### config.mk
export PLATFORM = sky130hd
export DESIGN_NAME = mac_seq_ctrl
export DESIGN_NICKNAME = d
export VERILOG_FILES = /design/src/rtl/mac_seq_pkg.sv /design/src/rtl/mac_seq_ctrl_core.sv /design/src/rtl/mac_seq_ctrl.sv
export SDC_FILE = /design/constraint.sdc
export NUM_CORES = 1
export LEC_CHECK = 0
export BUFFER_PORTS_ARGS = -buffer_cell sky130_fd_sc_hd__buf_2
export CORE_MARGIN = 2
export CORE_UTILIZATION = 60
export CTS_BUF_LIST = sky130_fd_sc_hd__clkbuf_8
export DETAILED_ROUTE_END_ITERATION = 8
export PLACE_DENSITY = 0.78
export SLEW_MARGIN = 20
export SYNTH_ARGS = -nofsm -noshare
export SYNTH_HDL_FRONTEND = slang
export SYNTH_SLANG_ARGS = --single-unit
### constraint.sdc
create_clock -name clk -period 8.88 [get_ports clk]
set_input_delay 0 -clock clk [delete_from_list [all_inputs] [get_ports clk]]
set_output_delay 0 -clock clk [all_outputs]
set_load 0.05 [all_outputs]
### src/rtl/mac_seq_pkg.sv
// Shared constants, FSM states and step helpers for the byte-serial multiplier.
package mac_seq_pkg;

    localparam int MUL_W      = 8;
    localparam int PROD_W     = 16;
    localparam int MULADD_C_W = 20;

    localparam logic [5:0] MULADD_CFG_UMUL = 6'b000000;

    typedef enum logic [1:0] {
        IDLE,
        STEP,
        DONE
    } state_e;

    // Bit offset of partial product (i,j): 8*(i+j).
    function automatic logic [31:0] step_shift(
        input logic [31:0] step,
        input logic [31:0] b_bytes
    );
        return 32'(MUL_W) * ((step / b_bytes) + (step % b_bytes));
    endfunction

endpackage

### src/rtl/mac_seq_ctrl_core.sv
// 8x8 -> 16 unsigned MULADD slice, behavioural model of the hard cell.
module muladd_core8
    import mac_seq_pkg::*;
(
    input  logic [MUL_W-1:0]      a_i,
    input  logic [MUL_W-1:0]      b_i,
    input  logic [MULADD_C_W-1:0] c_i,
    input  logic [5:0]            cfg_i,
    output logic [PROD_W-1:0]     p_o
);

    logic [PROD_W-1:0] prod_w;

    assign prod_w = PROD_W'(a_i) * PROD_W'(b_i);

    // Only the unsigned configuration is modelled.
    assign p_o = (cfg_i == MULADD_CFG_UMUL)
               ? PROD_W'({{(MULADD_C_W-PROD_W){1'b0}}, prod_w} + c_i)
               : '0;

endmodule

### src/rtl/mac_seq_ctrl.sv
// Byte-serial wide multiplier on one 8x8 MULADD slice.
// Define MAC_SEQ_ACC_EN to add the in_acc accumulate-on-accept port.
module mac_seq_ctrl
    import mac_seq_pkg::*;
#(
    parameter int A_BYTES = 2,
    parameter int B_BYTES = 2
) (
    input  logic                            clk,
    input  logic                            rst_n,
    input  logic                            in_valid,
    output logic                            in_ready,
    input  logic [8*A_BYTES-1:0]            in_a,
    input  logic [8*B_BYTES-1:0]            in_b,
`ifdef MAC_SEQ_ACC_EN
    input  logic                            in_acc,
`endif
    output logic                            out_valid,
    input  logic                            out_ready,
    output logic [8*(A_BYTES+B_BYTES)-1:0]  out_data,
    output logic                            busy
);

    localparam int AW    = 8 * A_BYTES;
    localparam int BW    = 8 * B_BYTES;
    localparam int RW    = AW + BW;
    localparam int NSTEP = A_BYTES * B_BYTES;
    localparam int SW    = $clog2(NSTEP) + 1;

    state_e         state_q;
    logic [AW-1:0]  a_q;
    logic [BW-1:0]  b_q;
    logic [RW-1:0]  acc_q;
    logic [RW-1:0]  acc_d;
    logic [SW-1:0]  step_q;
    logic           out_valid_q;
    logic           busy_q;

    logic [31:0]        step_w;
    logic [31:0]        i_w;
    logic [31:0]        j_w;
    logic [31:0]        sh_w;
    logic [MUL_W-1:0]   a_byte;
    logic [MUL_W-1:0]   b_byte;
    logic [PROD_W-1:0]  core_p;
    logic [RW-1:0]      pp_w;

    assign step_w = 32'(step_q);
    assign i_w    = step_w / 32'(B_BYTES);
    assign j_w    = step_w % 32'(B_BYTES);
    assign sh_w   = step_shift(step_w, 32'(B_BYTES));

    assign a_byte = MUL_W'(a_q >> (i_w * 32'(MUL_W)));
    assign b_byte = MUL_W'(b_q >> (j_w * 32'(MUL_W)));

    muladd_core8 u_core (
        .a_i   (a_byte),
        .b_i   (b_byte),
        .c_i   ('0),
        .cfg_i (MULADD_CFG_UMUL),
        .p_o   (core_p)
    );

    assign pp_w  = RW'(core_p) << sh_w;
    assign acc_d = acc_q + pp_w;

    always_ff @(posedge clk or negedge rst_n) begin
        if (!rst_n) begin
            state_q     <= IDLE;
            a_q         <= '0;
            b_q         <= '0;
            acc_q       <= '0;
            step_q      <= '0;
            out_valid_q <= 1'b0;
            busy_q      <= 1'b0;
        end else begin
            unique case (state_q)
                IDLE: begin
                    if (in_valid) begin
                        a_q     <= in_a;
                        b_q     <= in_b;
`ifdef MAC_SEQ_ACC_EN
                        acc_q   <= in_acc ? acc_q : '0;
`else
                        acc_q   <= '0;
`endif
                        step_q  <= '0;
                        busy_q  <= 1'b1;
                        state_q <= STEP;
                    end
                end
                STEP: begin
                    acc_q  <= acc_d;
                    step_q <= step_q + 1'b1;
                    if (step_q == SW'(NSTEP - 1)) begin
                        out_valid_q <= 1'b1;
                        state_q     <= DONE;
                    end
                end
                DONE: begin
                    if (out_ready) begin
                        out_valid_q <= 1'b0;
                        busy_q      <= 1'b0;
                        state_q     <= IDLE;
                    end
                end
                default: begin
                    out_valid_q <= 1'b0;
                    busy_q      <= 1'b0;
                    state_q     <= IDLE;
                end
            endcase
        end
    end

    assign in_ready  = (state_q == IDLE);
    assign out_valid = out_valid_q;
    assign out_data  = acc_q;
    assign busy      = busy_q;

endmodule

==> impl_summary.txt, run 1 <==
----------------------------------------------------
[Finish]
  Fraction of final layout cells with drive strength greater than 1 ... 0.169
  Synthesis-to-finish area growth ... 14.6%
  Final Net Count ... 998
  Number of standard cells in the final layout excluding fillers ... 1,004

[Timing]
  Worst Tran Pin Value ... 998 ps
  Achievable Freq ... 0.130 GHz
  Number of failing setup endpoints in the final timing report ... 0
  Final Cycle Share ... 0.869
  Worst-case headroom to the max-slew limit ... 0.316
  Maximum clock skew at final layout ... 9.40 ps
  Final min period ... 7710 ps
  Hold slack ... 104 ps
  Summed negative setup slack over all endpoints ... 0 ps
  Setup repair after global routing missed its margin ... false
  Least setup slack across all paths after layout ... 1170 ps
  Number of max-slew violations in the final report ... 0
  Total count of hold-check failures in the final report ... 0

[Critical path]
  Required time worst endpoint ... 9150 ps
  Family with the most delay on the worst path ... adder cells
  Crit-path slowest cell ... sky130_fd_sc_hd__mux2i_1
  Type of origin of the critical path ... flop
  Slowest stage delay, CP ... 750 ps
  Category of the worst setup path capture point ... flop
  Most repeated library cell on the critical path ... sky130_fd_sc_hd__fa_1
  Endpoint arrival time on the critical path ... 7990 ps
  Count of buffering cells on the critical path with inverters included ... 3
  Category of the most critical setup path ... flop to flop
  Biggest fanout along the worst timing path ... 11

[Die]
  Number of top-level design ports ... 71
  Die area ... 12,300 sq um
  Floorplan row count ... 39
  Placeable core region ... 11,300 sq um
  Die Height ... 111 um
  Effective utilization at floorplan ... 0.608
  Horiz. Die Dim ... 111 um

[Clock network]
  Number of clock sinks seen by CTS ... 71
  Number of buffers added by the clock tree synthesis step ... 9
  Clk slew on worst S/H paths ... 80 ps
  Clock Tree Buf Depth ... 2
  TritonCTS clock tree ... yes
  # Post-CTS Setup Buffers ... 0
  Maximum level of the CTS H-tree ... 3
  Clk_lat worst skew ... 370 ps
  CTS Root Buffer Type ... sky130_fd_sc_hd__clkbuf_8

[Global route]
  Global-route congestion overflow total ... 0
  Gr usage total ... 0.284
  Vias in the first global route ... 5,941
  Maximum number of pins on one net before global-route repair ... 72
  Antenna violations before repair ... 1
  First-pass GRT wire length ... 28.3 mm

[Outcome]
  Run status ... complete, no violations

[Placed design]
  Place WS ... 1280 ps
  Total half-perimeter wirelength after legalization and detailed placement ... 12.4 mm
  Placed Cells ... 953
  Routability-driven placement congestion ratio ... 0.902
  IO buf count ... 70

[Route]
  Via-per-instance ratio ... 5.94
  Number of vias after detailed routing ... 5,959
  Post-route DRC ... 0
  Post-DR wirelength/cell ... 16.7 um
  Detailed Route WL ... 16.7 mm
  Initial drt markers ... 503
  Antenna-violating nets left ... 0
  Number of iterations in the first detailed-routing pass ... 5

[Yosys]
  Number of flops mapped to enable cells by yosys ... 0
  Fraction of registers with async set/reset ... 1.00
  Leading register cell type out of synthesis ... sky130_fd_sc_hd__dfrtp_1
  Leading area contributor after synthesis ... sky130_fd_sc_hd__dfrtp_1
  Per-instance average area after synthesis ... 8.95 sq um
  Leading post-synthesis cells by cell area ... sky130_fd_sc_hd__dfrtp_1 (26%), sky130_fd_sc_hd__ha_1 (13%), sky130_fd_sc_hd__fa_1 (11%)
  #FFs+latches synth ... 71
  Seq/Total Area, Yosys ... 0.259
  Post-Synthesis Net Count ... 909
  Synth Cell Area ... 6850 sq um
  Synth Instances ... 766
  Total of warnings raised by yosys ... 0
  Count of cell types in the netlist ... 52
  Fraction of synthesized cell area taken by the top area cell type ... 0.259

[Run]
  Count of maximum capacitance violations ... 0

[Worst hold path]
  Hold Path Class ... primary input to flop

----------------------------------------------------
-- flip-flops by register name, summed over array words and instances, names as in the netlist --
signal and count:
busy 1, a_q 16, out_data 32, step_q 3
state_q 2, out_valid 1, b_q 16
-- layer usage --
| layer | routed length (um) | GRT usage |
|---|---|---|
| met5 | 0 | 0 |
| met4 | 425 | 0.0967 |
| met3 | 1060 | 0.0569 |
| met2 | 7910 | 0.468 |
| met1 | 7350 | 0.377 |
-- cell usage in the layout (no fill, tap or decap), types with 3 or more instances in the layout --
master / n
sky130_fd_sc_hd__dlygate4sd3_1: 34
sky130_fd_sc_hd__xor2_1: 12
sky130_fd_sc_hd__mux2_2: 32
sky130_fd_sc_hd__o211ai_1: 4
sky130_fd_sc_hd__a21oi_1: 34
sky130_fd_sc_hd__o21a_1: 11
sky130_fd_sc_hd__mux2i_1: 20
sky130_fd_sc_hd__buf_2: 70
sky130_fd_sc_hd__xnor2_1: 20
sky130_fd_sc_hd__fa_1: 37
sky130_fd_sc_hd__a32o_1: 5
sky130_fd_sc_hd__ha_1: 70
sky130_fd_sc_hd__or2_2: 9
sky130_fd_sc_hd__and3_1: 11
sky130_fd_sc_hd__o21ai_0: 29
sky130_fd_sc_hd__nand2_1: 61
sky130_fd_sc_hd__nor3_1: 12
sky130_fd_sc_hd__or3_1: 22
sky130_fd_sc_hd__a21o_1: 15
sky130_fd_sc_hd__buf_4: 5
sky130_fd_sc_hd__o21bai_1: 6
sky130_fd_sc_hd__o22ai_1: 19
sky130_fd_sc_hd__dfrtp_1: 71
sky130_fd_sc_hd__nor2b_1: 8
sky130_fd_sc_hd__nand2b_1: 4
sky130_fd_sc_hd__nand3_1: 18
sky130_fd_sc_hd__nand3b_1: 3
sky130_fd_sc_hd__a21oi_2: 4
sky130_fd_sc_hd__clkinv_4: 3
sky130_fd_sc_hd__a211oi_1: 6
sky130_fd_sc_hd__o21ai_1: 12
sky130_fd_sc_hd__a211o_1: 4
sky130_fd_sc_hd__inv_1: 64
sky130_fd_sc_hd__nor2_1: 88
sky130_fd_sc_hd__a311o_1: 3
sky130_fd_sc_hd__clkbuf_8: 9
-- repair_timing --
| action | in CTS | in global routing |
|---|---|---|
| gates resized for setup | 0 | 0 |
| endpoints found under the setup margin | 0 | 0 |
| endpoints found under the hold margin | 106 | 0 |
| hold buffers | 34 | 0 |
-- worst paths after layout --
kind                       startpoint            to  slack (ps)  cells after the start
max                         step_q[0]  out_data[31]        1170                     26
min                          in_valid          busy         100                      4
max reg2reg                 step_q[0]  out_data[31]        1170                     26
min reg2reg                    b_q[8]        b_q[8]         510                      1
max in group asynchronous       rst_n       a_q[11]        7920                      3
min in group asynchronous       rst_n  out_data[28]         380                      3
-- metrics by stage --
stage	cell area, sq um	util
4_1_cts	7850	0.696
3_3_place_gp	7310	0.648
6_report	7850	0.697
3_5_place_dp	7310	0.648
5_1_grt	7850	0.697
2_1_floorplan	6850	-
-- cell type report --
type	count	area [sq um]
clock buffers	9	124
multi-input cells	601	4730
fillers	846	3420
repair buffers	109	728
clock inverters	7	75.1
well taps	143	179
diodes	1	2.50
inverters	63	236
flip-flops and latches	71	1780
-- synthesized netlist by cell type (all sizes together) (12+ instances only) --
cell type / count
fa: 37
inv: 63
dfrtp: 71
mux2: 32
or3: 23
nand2: 61
o21ai: 41
nor2: 88
o22ai: 21
nor3: 13
mux2i: 20
xor2: 12
clkbuf: 27
xnor2: 20
nand3: 18
ha: 70
a21o: 15
a21oi: 38
-- worst min-delay path, delay by kind of cell --
family | cells | cell delay [ps]
AND/OR/NAND/NOR | 1 | 130
AO/OA/AOI/OAI | 2 | 210
buffers and inverters | 1 | 90
-- logic make-up after synthesis --
logic type / count (synthesis) / synth area share
AO/OA/AOI/OAI: 165 / 0.164
multiplexers: 52 / 0.0818
adder cells (fa/ha/maj): 107 / 0.236
buffers and inverters: 94 / 0.0517
AND/OR/NAND/NOR: 245 / 0.167
flip-flops: 71 / 0.259
XOR/XNOR: 32 / 0.0409
Power of run 1 is left out: the tool's default activity adds up to more than one toggle a clock period on the data nets, which glitch-free logic cannot reach.
==> run 2: changes to the inputs <==
--- a/config.mk
+++ b/config.mk
@@ -14,4 +14,5 @@
 export SLEW_MARGIN = 20
 export SYNTH_ARGS = -nofsm -noshare
 export SYNTH_HDL_FRONTEND = slang
+export SYNTH_HIERARCHICAL = 1
 export SYNTH_SLANG_ARGS = --single-unit
==> run 2 against run 1 <==
Effect of this change: critical path depth grew 2; worst hold slack gained 240 ps; worst setup slack lost 430 ps; non-clock buffer count is the same; synthesized area grew 9.6%; synthesized cell count grew 10%; clock skew grew 8.6 ps; highest routed layer unchanged.
==> impl_summary.txt, run 2 <==
----------------------------------------------------
[Run]
  Count of maximum capacitance violations ... 0 (unchanged)

[Die]
  Placeable core region ... 12,100 sq um (+7.4%)
  Effective utilization at floorplan ... 0.620 (+0.0122)
  Die Height ... 116 um (+4.5%)
  Number of top-level design ports ... 71 (unchanged)
  Die area ... 13,400 sq um (+9.3%)
  Floorplan row count ... 40 (+2.6%)
  Horiz. Die Dim ... 116 um (+4.5%)

[Route]
  Detailed Route WL ... 18.6 mm (+11%)
  Antenna-violating nets left ... 0 (unchanged)
  Number of vias after detailed routing ... 6,409 (+7.6%)
  Initial drt markers ... 491 (-2.4%)
  Post-route DRC ... 0 (unchanged)
  Via-per-instance ratio ... 5.66 (-4.6%)
  Number of iterations in the first detailed-routing pass ... 5 (unchanged)
  Post-DR wirelength/cell ... 16.4 um (-1.6%)

[Placed design]
  IO buf count ... 70 (unchanged)
  Routability-driven placement congestion ratio ... 0.955 (+5.9%)
  Instance area after placement ... 8020 sq um (+9.7%)
  Placed Cells ... 1,081 (+13%)
  Total half-perimeter wirelength after legalization and detailed placement ... 13.3 mm (+7.1%)

[Yosys]
  Leading post-synthesis cells by cell area ... sky130_fd_sc_hd__dfrtp_1 (24%), sky130_fd_sc_hd__fa_1 (14%), sky130_fd_sc_hd__ha_1 (11%)
  Fraction of synthesized cell area taken by the top area cell type ... 0.237 (-0.0227)
  Count of cell types in the netlist ... 62 (+19%)
  Synth Instances ... 845 (+10%)
  Mux cell area share after synthesis ... 0.0841 (+0.00233)
  Main combinational cell family by area after synthesis ... adder cells
  Adder and majority gate portion of the synthesized area ... 0.249 (+0.0133)
  Seq/Total Area, Yosys ... 0.237 (-0.0227)
  Leading register cell type out of synthesis ... sky130_fd_sc_hd__dfrtp_1
  Leading cell types by count after synthesis ... sky130_fd_sc_hd__inv_1 (110), sky130_fd_sc_hd__nand2_1 (106), sky130_fd_sc_hd__dfrtp_1 (71)
  Per-instance average area after synthesis ... 8.89 sq um (-0.64%)
  Synthesized-area fraction occupied by ao, oa, aoi and oai cells ... 0.153 (-0.0112)
  Total of warnings raised by yosys ... 6 (+6)
  Xor and xnor fraction of the mapped netlist area ... 0.0373 (-0.00358)
  Leading area contributor after synthesis ... sky130_fd_sc_hd__dfrtp_1
  Simple-gate share of the synthesized area ... 0.162 (-0.00443)
  Fraction of registers with async set/reset ... 1.00 (unchanged)
  #FFs+latches synth ... 71 (unchanged)
  Most repeated cell in the gate-level netlist after synthesis ... sky130_fd_sc_hd__inv_1
  Number of flops mapped to enable cells by yosys ... 0 (unchanged)
  Synth Cell Area ... 7510 sq um (+9.6%)

[Clock network]
  Clk_lat worst skew ... 390 ps (+20 ps)
  Post-cts resize count ... 0 (unchanged)
  TritonCTS clock tree ... yes
  Clock Tree Buf Depth ... 2 (unchanged)
  Hold bufs inserted after CTS ... 35 (+2.9%)
  Number of clock sinks seen by CTS ... 71 (unchanged)
  Clk slew on worst S/H paths ... 90 ps (about the same)
  # Post-CTS Setup Buffers ... 0 (unchanged)
  Maximum level of the CTS H-tree ... 3 (unchanged)
  Number of buffers added by the clock tree synthesis step ... 9 (unchanged)
  CTS Root Buffer Type ... sky130_fd_sc_hd__clkbuf_8

[Critical path]
  Crit-path slowest cell ... sky130_fd_sc_hd__dfrtp_1
  Number of cells on the worst reg-to-reg path ... 28 (+7.7%)
  Most repeated library cell on the critical path ... sky130_fd_sc_hd__fa_1
  Family with the most delay on the worst path ... adder cells
  Endpoint of the most critical register-to-register path ... out_data[25]
  R2R setup slack ... 730 ps (-430 ps)
  Type of origin of the critical path ... flop
  Required time worst endpoint ... 9140 ps (about the same)
  Startpoint of the worst-slack reg-to-reg timing path ... step_q[1]
  Category of the worst setup path capture point ... flop
  Startpoint of the most critical setup path ... step_q[1]
  Category of the most critical setup path ... flop to flop
  Count of buffering cells on the critical path with inverters included ... 3 (unchanged)
  Slowest stage delay, CP ... 680 ps (-70 ps)
  Biggest fanout along the worst timing path ... 11 (unchanged)
  Endpoint arrival time on the critical path ... 8410 ps (+420 ps)

[Timing]
  Total count of hold-check failures in the final report ... 0 (unchanged)
  Number of failing setup endpoints in the final timing report ... 0 (unchanged)
  Maximum clock skew at final layout ... 18.0 ps (+8.56 ps)
  Achievable Freq ... 0.123 GHz (-5.3%)
  Worst Tran Pin Value ... 900 ps (-97.3 ps)
  Number of max-slew violations in the final report ... 0 (unchanged)
  Final min period ... 8150 ps (+434 ps)
  Summed negative setup slack over all endpoints ... 0 ps (unchanged)
  Final Cycle Share ... 0.918 (+0.0489)
  Worst-case headroom to the max-slew limit ... 0.400 (+0.0839)
  Setup repair after global routing missed its margin ... false

[Finish]
  Final core utilization ... 0.706 (+0.00916)
  Antenna cells ... 0 (-1)
  Area of the multi-input gates ... 5240 sq um (+11%)
  Combined flip-flop and latch cell area ... 1780 sq um (unchanged)
  Fill cell count ... 977 (+15%)
  Leading cell types in the layout, fill and taps excluded ... sky130_fd_sc_hd__inv_1 (110), sky130_fd_sc_hd__nand2_1 (106), sky130_fd_sc_hd__dfrtp_1 (71), sky130_fd_sc_hd__buf_2 (70), sky130_fd_sc_hd__ha_1 (68)
  Synthesis-to-finish area growth ... 13.8%
  Number of standard cells in the final layout excluding fillers ... 1,132 (+13%)
  Most common cell after layout, fill and taps aside ... sky130_fd_sc_hd__inv_1
  Flip-flop count of the largest register, all copies and words added ... 32 (unchanged)
  Area of all placed cells without fillers ... 8550 sq um (+8.9%)
  Final Net Count ... 1,114 (+12%)
  Fraction of final layout cells with drive strength greater than 1 ... 0.161 (-0.00782)

[Outcome]
  Run status ... complete, no violations

[Global route]
  Gr usage total ... 0.297 (+0.0123)
  Vias in the first global route ... 6,463 (+8.8%)
  Maximum number of pins on one net before global-route repair ... 72 (unchanged)
  Antenna violations before repair ... 0 (-1)
  Global-route congestion overflow total ... 0 (unchanged)
  First-pass GRT wire length ... 31.1 mm (+10%)

[Worst hold path]
  Hold Path Class ... primary input to asynchronous set/reset pin

----------------------------------------------------
## run 2: layout make-up
cell class,count,area share
Clock buffer,9,0.0145
Clock inverter,7,0.00659
Inverter,110,0.0483
Multi-Input combinational cell,658,0.613
Sequential cell,71,0.208
Tap cell,168,0.0246
Timing Repair Buffer,109,0.0855
## run 2: kinds of logic (layout without fill, tap and decap cells)
family | count (synthesis) | count (layout)
compound gates | 170 | 170
mux | 58 | 58
xor+xnor | 32 | 32
other cells | 1 | 22
simple gates | 257 | 257
fa+ha+maj | 119 | 119
flops | 71 | 71
buf+inv | 137 | 235
## run 2: routing by layer
metal	up-vias	GRT usage	routed length (um)
li1	3063	-	-
met1	3100	0.403	8250
met2	208	0.481	8850
met3	38	0.0690	1160
met4	0	0.0802	316
met5	-	0	0
## run 2: how the worst max path moves through the flow
| stage | end | slack, ps | cells past startpoint |
|---|---|---|---|
| 2_1_floorplan | out_data[30] | 1730 | 29 |
| 3_3_place_gp | out_data[25] | 890 | 28 |
| 3_5_place_dp | out_data[25] | 860 | 28 |
| 4_1_cts | out_data[25] | 880 | 28 |
| 5_1_grt | out_data[27] | 100 | 28 |
| 6_report | out_data[25] | 730 | 28 |
## run 2: worst reg2reg max path: cells and delay by family (launching register included)
kind	cells	cell delay, ps
AO/OA/AOI/OAI	11	2380
XOR/XNOR	1	160
adder cells (fa/ha/maj)	6	2820
buffers and inverters	3	140
flip-flops	1	680
multiplexers	3	700
AND/OR/NAND/NOR	4	1160
## run 2: metrics by stage
step           hold WS (ps)  setup slack (ps)
6_report                341               733
3_3_place_gp            212               888
4_1_cts                 344               881
3_5_place_dp            211               860
5_1_grt                 384              97.9
2_1_floorplan          -296              1730
Power of run 2 is left out for the same reason.
